### src/rtl/dffram_arb_pkg.sv
// Shared types for the DFFRAM two-port arbiter: port identifiers, the
// response record and the byte-enable width helper.
package dffram_arb_pkg;

  typedef enum logic {
    PORT_INSTR = 1'b0,
    PORT_DATA  = 1'b1
  } port_e;

  // One outstanding response: who owns it and how to shape the return data.
  typedef struct packed {
    logic  valid;
    port_e port;
    logic  err;
    logic  write;
  } resp_t;

  localparam int BYTE_W = 8;

  function automatic int be_width(input int data_w);
    return data_w / BYTE_W;
  endfunction

endpackage

### src/rtl/dffram_arb_prio.sv
// Winner selection between instruction fetch and data access. Data normally
// wins; a saturating starvation counter hands priority to instruction fetch
// once it has been denied STARVE_LIMIT consecutive cycles.
module dffram_arb_prio
  import dffram_arb_pkg::*;
#(
  parameter int STARVE_LIMIT = 4
) (
  input  logic clk_i,
  input  logic rst_ni,
  input  logic instr_req_i,
  input  logic data_req_i,
  output logic instr_win_o,
  output logic data_win_o
);

  logic [3:0] starve_q;
  logic       instr_prio;

  // Pick at most one winner; nothing is granted while reset is asserted.
  always_comb begin
    instr_prio  = instr_req_i && (starve_q == 4'(STARVE_LIMIT));
    data_win_o  = rst_ni && data_req_i && !instr_prio;
    instr_win_o = rst_ni && instr_req_i && !data_win_o;
  end

  // Count consecutive denied instruction-request cycles, saturating at the limit.
  always_ff @(posedge clk_i or negedge rst_ni) begin
    if (!rst_ni) begin
      starve_q <= 4'd0;
    end else if (instr_req_i && !instr_win_o) begin
      if (starve_q != 4'(STARVE_LIMIT)) starve_q <= starve_q + 4'd1;
    end else begin
      starve_q <= 4'd0;
    end
  end

endmodule

### src/rtl/dffram_arbiter.sv
// Shares one single-port DFFRAM between instruction fetch and data access:
// arbitration, byte-to-word address translation with range/alignment check,
// memory drive, and routing of the one-cycle-late response to its owner.
module dffram_arbiter
  import dffram_arb_pkg::*;
#(
  parameter int ADDR_W       = 12,
  parameter int DATA_W       = 32,
  parameter int STARVE_LIMIT = 4
) (
  input  logic                          clk_i,
  input  logic                          rst_ni,
  input  logic                          instr_req_i,
  input  logic                          instr_we_i,
  input  logic [be_width(DATA_W)-1:0]   instr_be_i,
  input  logic [31:0]                   instr_addr_i,
  input  logic [DATA_W-1:0]             instr_wdata_i,
  output logic                          instr_gnt_o,
  output logic                          instr_rvalid_o,
  output logic [DATA_W-1:0]             instr_rdata_o,
  output logic                          instr_err_o,
  input  logic                          data_req_i,
  input  logic                          data_we_i,
  input  logic [be_width(DATA_W)-1:0]   data_be_i,
  input  logic [31:0]                   data_addr_i,
  input  logic [DATA_W-1:0]             data_wdata_i,
  output logic                          data_gnt_o,
  output logic                          data_rvalid_o,
  output logic [DATA_W-1:0]             data_rdata_o,
  output logic                          data_err_o,
  output logic                          mem_en_o,
  output logic [be_width(DATA_W)-1:0]   mem_we_o,
  output logic [DATA_W-1:0]             mem_di_o,
  output logic [ADDR_W-1:0]             mem_a_o,
  input  logic [DATA_W-1:0]             mem_do_i
);

  localparam int BE_W = be_width(DATA_W);

  logic              instr_gnt;
  logic              data_gnt;
  logic              any_gnt;
  logic              addr_err;
  logic              sel_we;
  logic [BE_W-1:0]   sel_be;
  logic [31:0]       sel_addr;
  logic [DATA_W-1:0] sel_wdata;
  logic              read_ok;
  resp_t             resp_q;

  dffram_arb_prio #(
    .STARVE_LIMIT(STARVE_LIMIT)
  ) u_prio (
    .clk_i       (clk_i),
    .rst_ni      (rst_ni),
    .instr_req_i (instr_req_i),
    .data_req_i  (data_req_i),
    .instr_win_o (instr_gnt),
    .data_win_o  (data_gnt)
  );

  assign instr_gnt_o = instr_gnt;
  assign data_gnt_o  = data_gnt;

  // Mux the granted request onto the memory; illegal addresses never enable it.
  always_comb begin
    any_gnt   = instr_gnt || data_gnt;
    sel_we    = 1'b0;
    sel_be    = '0;
    sel_addr  = '0;
    sel_wdata = '0;
    if (data_gnt) begin
      sel_we    = data_we_i;
      sel_be    = data_be_i;
      sel_addr  = data_addr_i;
      sel_wdata = data_wdata_i;
    end else if (instr_gnt) begin
      sel_we    = instr_we_i;
      sel_be    = instr_be_i;
      sel_addr  = instr_addr_i;
      sel_wdata = instr_wdata_i;
    end
    addr_err = (sel_addr[1:0] != 2'b00) || (sel_addr[31:ADDR_W+2] != '0);
    mem_en_o = any_gnt && !addr_err;
    mem_a_o  = sel_addr[ADDR_W+1:2];
    mem_di_o = sel_wdata;
    mem_we_o = (mem_en_o && sel_we) ? sel_be : '0;
  end

  // Capture who owns next cycle's response; reset drops any pending one.
  always_ff @(posedge clk_i or negedge rst_ni) begin
    if (!rst_ni) begin
      resp_q <= '0;
    end else if (any_gnt) begin
      resp_q.valid <= 1'b1;
      resp_q.port  <= data_gnt ? PORT_DATA : PORT_INSTR;
      resp_q.err   <= addr_err;
      resp_q.write <= sel_we;
    end else begin
      resp_q.valid <= 1'b0;
    end
  end

  // Route the response to its owner; read data only for a legal read.
  always_comb begin
    read_ok        = !resp_q.err && !resp_q.write;
    instr_rvalid_o = resp_q.valid && (resp_q.port == PORT_INSTR);
    data_rvalid_o  = resp_q.valid && (resp_q.port == PORT_DATA);
    instr_err_o    = instr_rvalid_o && resp_q.err;
    data_err_o     = data_rvalid_o && resp_q.err;
    instr_rdata_o  = (instr_rvalid_o && read_ok) ? mem_do_i : '0;
    data_rdata_o   = (data_rvalid_o && read_ok) ? mem_do_i : '0;
  end

endmodule

### config.mk
export PLATFORM = sky130hd
export DESIGN_NAME = dffram_arbiter
export DESIGN_NICKNAME = d
export VERILOG_FILES = /design/src/rtl/dffram_arb_pkg.sv /design/src/rtl/dffram_arb_prio.sv /design/src/rtl/dffram_arbiter.sv
export SDC_FILE = /design/constraint.sdc
export NUM_CORES = 1
export LEC_CHECK = 0
export ABC_AREA = 1
export CELL_PAD_IN_SITES_DETAIL_PLACEMENT = 1
export CELL_PAD_IN_SITES_GLOBAL_PLACEMENT = 1
export CORE_UTILIZATION = 11
export DETAILED_ROUTE_END_ITERATION = 7
export HOLD_SLACK_MARGIN = 0.15
export PLACE_DENSITY = 0.93
export SETUP_SLACK_MARGIN = 0.02
export SYNTH_ARGS = -nofsm -noshare
export SYNTH_HDL_FRONTEND = slang
export SYNTH_SLANG_ARGS = --single-unit
### constraint.sdc
create_clock -name clk_i -period 3.1 [get_ports clk_i]
set_clock_uncertainty 0.05 [all_clocks]
set_input_delay 0.31 -clock clk_i [delete_from_list [all_inputs] [get_ports clk_i]]
set_output_delay 0.31 -clock clk_i [all_outputs]
set_load 0.02 [all_outputs]
* After elaboration in Yosys (flattened, before gate mapping)
Cells that the tools add are included.
Word-level totals: logic and storage cells 50, output and inout port bits 119, input bits 174, register bits after elaboration 8
Cells by class: multiplexer cells 15, bitwise logic cells 1, reductions and logical operators 25, equality and inequality tests 3, $add $sub $neg 1
Operators by type and width (number):
- 2-to-1 mux 32 bit | 6
- 2-to-1 mux 4 bit | 5
- nonzero test 18 bit | 1
- logical AND 1 bit | 15
- zero test 1 bit | 6
- adder 4 x 1 -> 4 bit (second input constant) | 1
- == test 4 x 3 -> 1 bit (second input constant) | 1
- 2-to-1 mux 1 bit | 4
- inequality test 4 x 3 -> 1 bit (second input constant) | 1
- logical OR 1 bit | 2
- inequality test 2 bit (second input constant) | 1
- nonzero test 2 bit | 1
- NOT 1 bit | 1

* Longest topological paths before layout
Gate-level depths: netlist of the first run.
word-level depth 14, gate-level depth with buffers 11

* Modules after synthesis
A second synthesis of the first run with hierarchy kept.
Second synthesis, totals: cells, all modules 264, area, all modules 1530.2 µm²
By module, submodules not included:
- dffram_arbiter | area each 1249.9 µm², seq. area each 100.1 µm², instances 1, cells an instance 231
- dffram_arb_prio | area each 280.3 µm², seq. area each 100.1 µm², instances 1, cells an instance 33

* Worst setup path before layout of the first run
OpenSTA, ideal clock, no wires.
kind reg-to-output, start register u_prio.starve_q[0], end output mem_we_o[0], required time 2.740 ns, arrival time 1.643 ns, path slack 1.097 ns, stages on the path, launching flop included 11, path buffers 1, path through dfrtp_1 -> inv_1 -> ha_1 -> nand4_2 -> nand2_2 -> inv_2 -> buf_6 -> nand4_1 -> nand2_2 -> nand2_2 -> nor2_1
On the way: cells in the longest elaborated chain, start to end 14, elaborated cells on any way between the ends 20, classes of those cells 1 x eq/ne; 7 x mux; 12 x reduce/logical
RTL lines:
- from (decl) | line dffram_arb_prio.sv:17 | logic [3:0] starve_q;
- from (signal assigned) | line dffram_arb_prio.sv:32 | if (starve_q != 4'(STARVE_LIMIT)) starve_q <= starve_q + 4'd1;
- == test 4 x 3 -> 1 bit (*) | line dffram_arb_prio.sv:22 | instr_prio = instr_req_i && (starve_q == 4'(STARVE_LIMIT));
- logical AND 1 bit (*) | line dffram_arb_prio.sv:22
- zero test 1 bit (*) | line dffram_arb_prio.sv:23 | data_win_o = rst_ni && data_req_i && !instr_prio;
- logical AND 1 bit (*) | line dffram_arb_prio.sv:23
- zero test 1 bit | line dffram_arb_prio.sv:24 | instr_win_o = rst_ni && instr_req_i && !data_win_o;
- logical AND 1 bit | line dffram_arb_prio.sv:24
- 2-to-1 mux 32 bit | line dffram_arbiter.sv:77 | end else if (instr_gnt) begin
- 2-to-1 mux 32 bit | line dffram_arbiter.sv:72 | if (data_gnt) begin
- nonzero test 18 bit or nonzero test 2 bit (tied branches) | line dffram_arbiter.sv:83 | addr_err = (sel_addr[1:0] != 2'b00) || (sel_addr[31:ADDR_W+2] != '0);
- logical OR 1 bit | line dffram_arbiter.sv:83
- zero test 1 bit | line dffram_arbiter.sv:84 | mem_en_o = any_gnt && !addr_err;
- logical AND 1 bit (*) | line dffram_arbiter.sv:84
- named net mem_en_o | line dffram_arbiter.sv:31 | output logic mem_en_o,
- logical AND 1 bit (*) | line dffram_arbiter.sv:87 | mem_we_o = (mem_en_o && sel_we) ? sel_be : '0;
- 2-to-1 mux 4 bit (*) | line dffram_arbiter.sv:87
- to (decl) | line dffram_arbiter.sv:32 | output logic [be_width(DATA_W)-1:0] mem_we_o,
The timed path passes the listed nets; every way through them passes the cells marked *.

* Worst setup path after layout of the first run
start register u_prio.starve_q[0], end output mem_we_o[0]
On the way: cells in the longest elaborated chain, start to end 14, elaborated cells on any way between the ends 20, classes of those cells 1 x eq/ne; 7 x mux; 12 x reduce/logical
RTL lines (line):
- == test 4 x 3 -> 1 bit (*) | dffram_arb_prio.sv:22
- logical AND 1 bit (*) | dffram_arb_prio.sv:22
- zero test 1 bit (*) | dffram_arb_prio.sv:23
- logical AND 1 bit (*) | dffram_arb_prio.sv:23
- zero test 1 bit | dffram_arb_prio.sv:24
- logical AND 1 bit | dffram_arb_prio.sv:24
- 2-to-1 mux 32 bit | dffram_arbiter.sv:77
- 2-to-1 mux 32 bit | dffram_arbiter.sv:72
- nonzero test 18 bit or nonzero test 2 bit (tied branches) | dffram_arbiter.sv:83
- logical OR 1 bit | dffram_arbiter.sv:83
- zero test 1 bit | dffram_arbiter.sv:84
- logical AND 1 bit | dffram_arbiter.sv:84
- logical AND 1 bit | dffram_arbiter.sv:87
- 2-to-1 mux 4 bit (*) | dffram_arbiter.sv:87
Mark *: on every way between the ends. The rest lies on a longest branch, timed or not.

==> flow_summary.json, run 1 <==
{
  "status": "finished, final reports clean",
  "end_kind": "output pin",
  "drt_iter0_markers": 34,
  "overflow": 0,
  "ir_worst_vdd_mv": 0.189,
  "netlist_top_cells_count": "nor2_1, inv_1, a22o_1, nand2_1, dfrtp_1",
  "synth.top_cell.area_share_pct": 25.2,
  "synthFlopType": "dfrtp_1",
  "vias": 2963,
  "critPathKind": "flip-flop to output pin",
  "critPathRequiredTime_ns": 2.74,
  "post-place-ws_ns": 0.237,
  "clkTransAtPathRegs_ns": 0.03,
  "finalCritPeriodShare_pct": 91.8,
  "gp_congestion": 0.785,
  "async_reset_ff_share_pct": 100,
  "ctsHoldBuffers": 0,
  "wl_per_cell_um": 14.2,
  "crit_path_start_kind": "flip-flop",
  "start_util_pct": 11.4,
  "ios": 293,
  "slew_headroom_pct": 76.0,
  "final_cell_count_no_fill": 734,
  "intPower_mw": 0.604,
  "drv_cap": 0,
  "post-dp-hpwl_mm": 9.55,
  "synth-edff-count": 0,
  "leakage_nw": 2.02,
  "portBuffers": 292,
  "grt_max_degree": 33,
  "yosysTopAreaCell": "a22o_1",
  "syn_area_sq_um": 1530,
  "worst_pin_slew_ns": 0.357,
  "die_x_um": 120,
  "synth_area_leaders": "a22o_1, nor2_1, dfrtp_1, inv_1, nand2_1",
  "yosysMostFrequentCell": "nor2_1",
  "ys_seq_elements": 8,
  "tritoncts": "built",
  "synth_cells": 270,
  "hold_violations": 0,
  "core_sq_um": 13400,
  "fin_nets": 736,
  "setup_violations": 0,
  "crit_start": "u_prio.starve_q[0]",
  "crit_fanout": 12,
  "htreeDepth": 1,
  "period_minus_slack_ns": 2.84,
  "antennaDiodeCount": 0,
  "ys.warnings.count": 0,
  "clock_power_share_pct": 24.7,
  "wirelength_mm": 10.4,
  "p_comb_share_pct": 61.1,
  "antenna_found_initial": 0,
  "hold_class": "input port to asynchronous set/reset pin",
  "grt_use_total_pct": 13.8,
  "arrival_ns": 2.48,
  "syn-num-nets": 446,
  "drc": 0,
  "synth_cell_type_count": 25,
  "fin_setup_tns_ns": 0,
  "drtPass1Iterations": 4,
  "worstReg2RegStart": "u_prio.starve_q[0]",
  "finalWorstSetupSlack_ns": 0.255,
  "clock_latency_ns": 0.23,
  "p_sw_mw": 0.253,
  "fmax_mhz": 352,
  "ys_seq_area_share_pct": 13.1,
  "via_per_inst": 4.04,
  "utilization_pct": 35.2,
  "clockRootBuffer": "clkbuf_16",
  "postCtsSetupBuffers": 0,
  "p_per_area_nw_per_um2": 181,
  "area_delta_synth_final_pct": 209,
  "clockBufferDepth": 2,
  "first_global_vias": 3133,
  "die_area_sq_um": 14400,
  "fill_cells": 1618,
  "slew_violations": 0,
  "cts_sinks": 8,
  "synth_area_per_cell_sq_um": 5.65,
  "pwr-share-seq_pct": 14.2,
  "cts_buffers": 3,
  "grt_pass1_wl_mm": 15.5,
  "hold_ws_ns": 0.401,
  "rsz0062_at_grt": "false",
  "final_antenna_net_count": 0,
  "switching_share_pct": 29.5,
  "layout-drive-gt1-share_pct": 3.76,
  "die_h_um": 120,
  "postCtsResizedCells": 0,
  "rows": 42,
  "numPlacedInstances": 731
}
-- worst max-delay path, cell delays in order, from the launching register on --
cell             delay [ns]
dfrtp_1                0.41
inv_1                  0.08
ha_1                   0.18
nand4_2                0.12
nand2_2                0.14
nand2_4                0.08
inv_4                  0.14
nand2_1                0.09
nand2_2                0.08
nand2_2                0.11
nor2_1                 0.17
clkdlybuf4s50_1        0.65
-- flip-flops by register name (all words and copies together) (netlist names) --
register         flops
u_prio.starve_q      4
resp_q               4
-- stage by stage --
step,area [sq um],power (mW)
final,4720,0.856
after detailed placement,4640,0.651
after global routing,4720,0.906
after floorplan,1530,0.299
after CTS,4720,0.869
after global placement,4640,0.641
-- power groups by stage --
| stage | Clock, mW | Combinational, mW | Sequential, mW |
|---|---|---|---|
| floorplan | 0 | 0.179 | 0.120 |
| global placement | 0 | 0.519 | 0.122 |
| detailed placement | 0 | 0.528 | 0.123 |
| CTS | 0.216 | 0.531 | 0.122 |
| global route | 0.222 | 0.560 | 0.123 |
| finish | 0.212 | 0.523 | 0.121 |
-- area by class of cell --
cell class / instances / area [sq um] / share of cell area, %
Inverter: 52 / 198 / 4.19
Sequential cell: 8 / 200 / 4.24
Timing Repair Buffer: 301 / 3000 / 63.6
Clock buffer: 3 / 75.1 / 1.59
Multi-Input combinational cell: 194 / 1030 / 21.7
Tap cell: 176 / 220 / 4.67
-- path summary, 6_finish.rpt --
kind	endpoint	slack, ns	depth (start not counted)
min	resp_q[0]	0.40	2
max	mem_we_o[0]	0.26	11
min reg2reg	resp_q[2]	0.49	2
min in group clk_i	resp_q[2]	0.49	2
max in group asynchronous	u_prio.starve_q[0]	2.47	2
max reg2reg	resp_q[1]	1.54	9
-- layer usage --
metal  wire length (um)  vias to the layer above  GRT usage [%]  part of all wire [%]
li1                   -                     1426              -                     -
met1               3460                     1341           12.4                    33
met2               5810                      182           29.2                    56
met3                937                       14           3.75                   9.0
met4                196                        0           3.52                   1.9
met5                  0                        -              0                     0
-- kinds of logic after synthesis --
logic type,Yosys count,share of synthesized area [%]
and+or+nand+nor,140,37.1
adders and majority gates,2,1.64
buffers and inverters,68,19.7
DFF,8,13.1
AOI/OAI and AO/OA,50,27.3
xor gates and xnor gates,2,1.15
-- cell usage in the layout, fill, tap and decap left out, types with 2 or more instances in the layout --
cell and n:
clkdlybuf4s50_1 291, nor2_1 97, inv_1 49, a22o_1 44, nand2_1 28, buf_4 9, dfrtp_1 8, nand3_1 5
nand2_2 3, o21ai_0 3, clkbuf_16 3, inv_2 2, nand4_1 2, and2_0 2, a21oi_1 2, ha_1 2
(Power assumes the default switching activity.)
==> inputs of run 2 (changes only) <==
CTS_BUF_LIST = sky130_fd_sc_hd__clkbuf_4   (was unset)
==> run 2 against run 1 <==
Critical endpoint unchanged. Largest power group unchanged. Non-clock buffer count stayed put. Sequential share of layout area is essentially flat. Die area did not move. Cell count stayed put. Largest cell class unchanged. Design area decreased by 1.1%. Highest routed layer unchanged.
==> flow_summary.json, run 2 (synthesis results as in run 1) <==
{
  "tritoncts": "built",
  "worst_path_max_delay_cell": "clkdlybuf4s50_1",
  "ios": 293,
  "clock_latency_ns": 0.25,
  "cp_slowest_stage_delay_ns": 0.65,
  "wl_per_cell_um": 14.2,
  "worst_pin_slew_ns": 0.355,
  "ctsHoldBuffers": 0,
  "layout_common_cells": "clkdlybuf4s50_1, nor2_1, inv_1",
  "period_minus_slack_ns": 2.86,
  "finalCritPeriodShare_pct": 92.4,
  "final_common_cell": "clkdlybuf4s50_1",
  "vias": 2957,
  "p_per_area_nw_per_um2": 154,
  "overflow": 0,
  "clkTransAtPathRegs_ns": 0.05,
  "crit_path_start_kind": "flip-flop",
  "layout-drive-gt1-share_pct": 3.76,
  "drv_cap": 0,
  "via_per_inst": 4.03,
  "antennaDiodeCount": 0,
  "hold_violations": 0,
  "first_global_vias": 3131,
  "core_sq_um": 13400,
  "drtPass1Iterations": 4,
  "slew_violations": 0,
  "fmax_mhz": 349,
  "area_delta_synth_final_pct": 206,
  "gp_congestion": 0.785,
  "status": "finished, final reports clean",
  "post-dp-hpwl_mm": 9.55,
  "clockRootBuffer": "clkbuf_4",
  "routed.top_layer": "met4",
  "critPathKind": "flip-flop to output pin",
  "critPathRequiredTime_ns": 2.74,
  "reg.largest.list": "resp_q (4), u_prio.starve_q (4)",
  "wl_met2_mm": 5.80,
  "ir_worst_vdd_mv": 0.0760,
  "start_util_pct": 11.4,
  "drt_iter0_markers": 31,
  "die_h_um": 120,
  "die_area_sq_um": 14400,
  "postCtsSetupBuffers": 0,
  "grt_max_degree": 33,
  "path_cells": "inv_1 > ha_1 > nand4_2 > nand2_2 > nand2_4 > inv_4 > nand2_1 > nand2_2 > nand2_2 > nor2_1 > clkdlybuf4s50_1",
  "rows": 42,
  "cts_sinks": 8,
  "postCtsResizedCells": 0,
  "p_total_mw": 0.719,
  "htreeDepth": 1,
  "cp_common_cell": "nand2_2",
  "final_antenna_net_count": 0,
  "setup_violations": 0,
  "portBuffers": 292,
  "slew_headroom_pct": 76.2,
  "hold_class": "input port to asynchronous set/reset pin",
  "rsz0062_at_grt": "false",
  "cts_buffers": 3,
  "arrival_ns": 2.50,
  "crit_fanout": 12,
  "leakage_nw": 2.02,
  "fin_setup_tns_ns": 0,
  "end_kind": "output pin",
  "fill_cells": 1624,
  "clockBufferDepth": 2,
  "wl_met1_mm": 3.45,
  "grt_use_total_pct": 13.7,
  "fin_nets": 736,
  "antenna_found_initial": 0,
  "grt_pass1_wl_mm": 15.5,
  "drc": 0,
  "wirelength_mm": 10.4,
  "die_x_um": 120,
  "dr_wl_met3_um": 947
}
-- run 2: cell count changes in the layout (fill, tap and decap cells not counted) --
cell             change
clkbuf_16            -3
clkbuf_4             +3
clkdlybuf4s50_1      -1
dlymetal6s2s_1       +1
-- run 2: per-layer routing --
metal,GRT usage [%],vias to the layer above
met4,3.75,0
li1,-,1426
met3,3.61,14
met5,0,-
met1,12.4,1335
met2,29.1,182
-- run 2: metrics by stage --
stage | hold WS [ns] | std cells | setup slack [ns] | util, % | area [sq um]
2_1_floorplan | -0.0356 | 270 | 1.10 | - | 1530
3_3_place_gp | 0.477 | 731 | 0.320 | 34.7 | 4640
3_5_place_dp | 0.498 | 731 | 0.237 | 34.7 | 4640
4_1_cts | 0.377 | 734 | 0.154 | 34.8 | 4670
5_1_grt | 0.395 | 734 | 0.0565 | 34.8 | 4670
6_report | 0.381 | 734 | 0.236 | 34.8 | 4670
-- run 2: path summary, 6_finish.rpt --
path	cells past startpoint	slack, ns	to	from
max in group asynchronous	2	2.49	u_prio.starve_q[0]	rst_ni
max	11	0.24	mem_we_o[0]	u_prio.starve_q[0]
max reg2reg	9	1.54	resp_q[1]	u_prio.starve_q[0]
min reg2reg	2	0.49	resp_q[2]	resp_q[2]
min in group clk_i	2	0.49	resp_q[2]	resp_q[2]
min	2	0.38	u_prio.starve_q[2]	rst_ni
-- run 2: worst max-delay path: cells and delay by family, from the launching register on --
kind / cells / cell delay, ns
and+or+nand+nor: 7 / 0.79
buffers and inverters: 3 / 0.87
adders and majority gates: 1 / 0.18
DFF: 1 / 0.42
-- run 2: layout make-up --
class / count / area [sq um] / share of cell area [%]
Clock buffer: 3 / 22.5 / 0.482
Multi-Input combinational cell: 194 / 1030 / 22.0
Inverter: 52 / 198 / 4.23
Sequential cell: 8 / 200 / 4.29
Tap cell: 176 / 220 / 4.72
Timing Repair Buffer: 301 / 3000 / 64.3
-- run 2: where the power goes --
group	internal [mW]	switching (mW)
clock network	0.0440	0.0313
registers	0.113	0.00794
logic	0.324	0.198
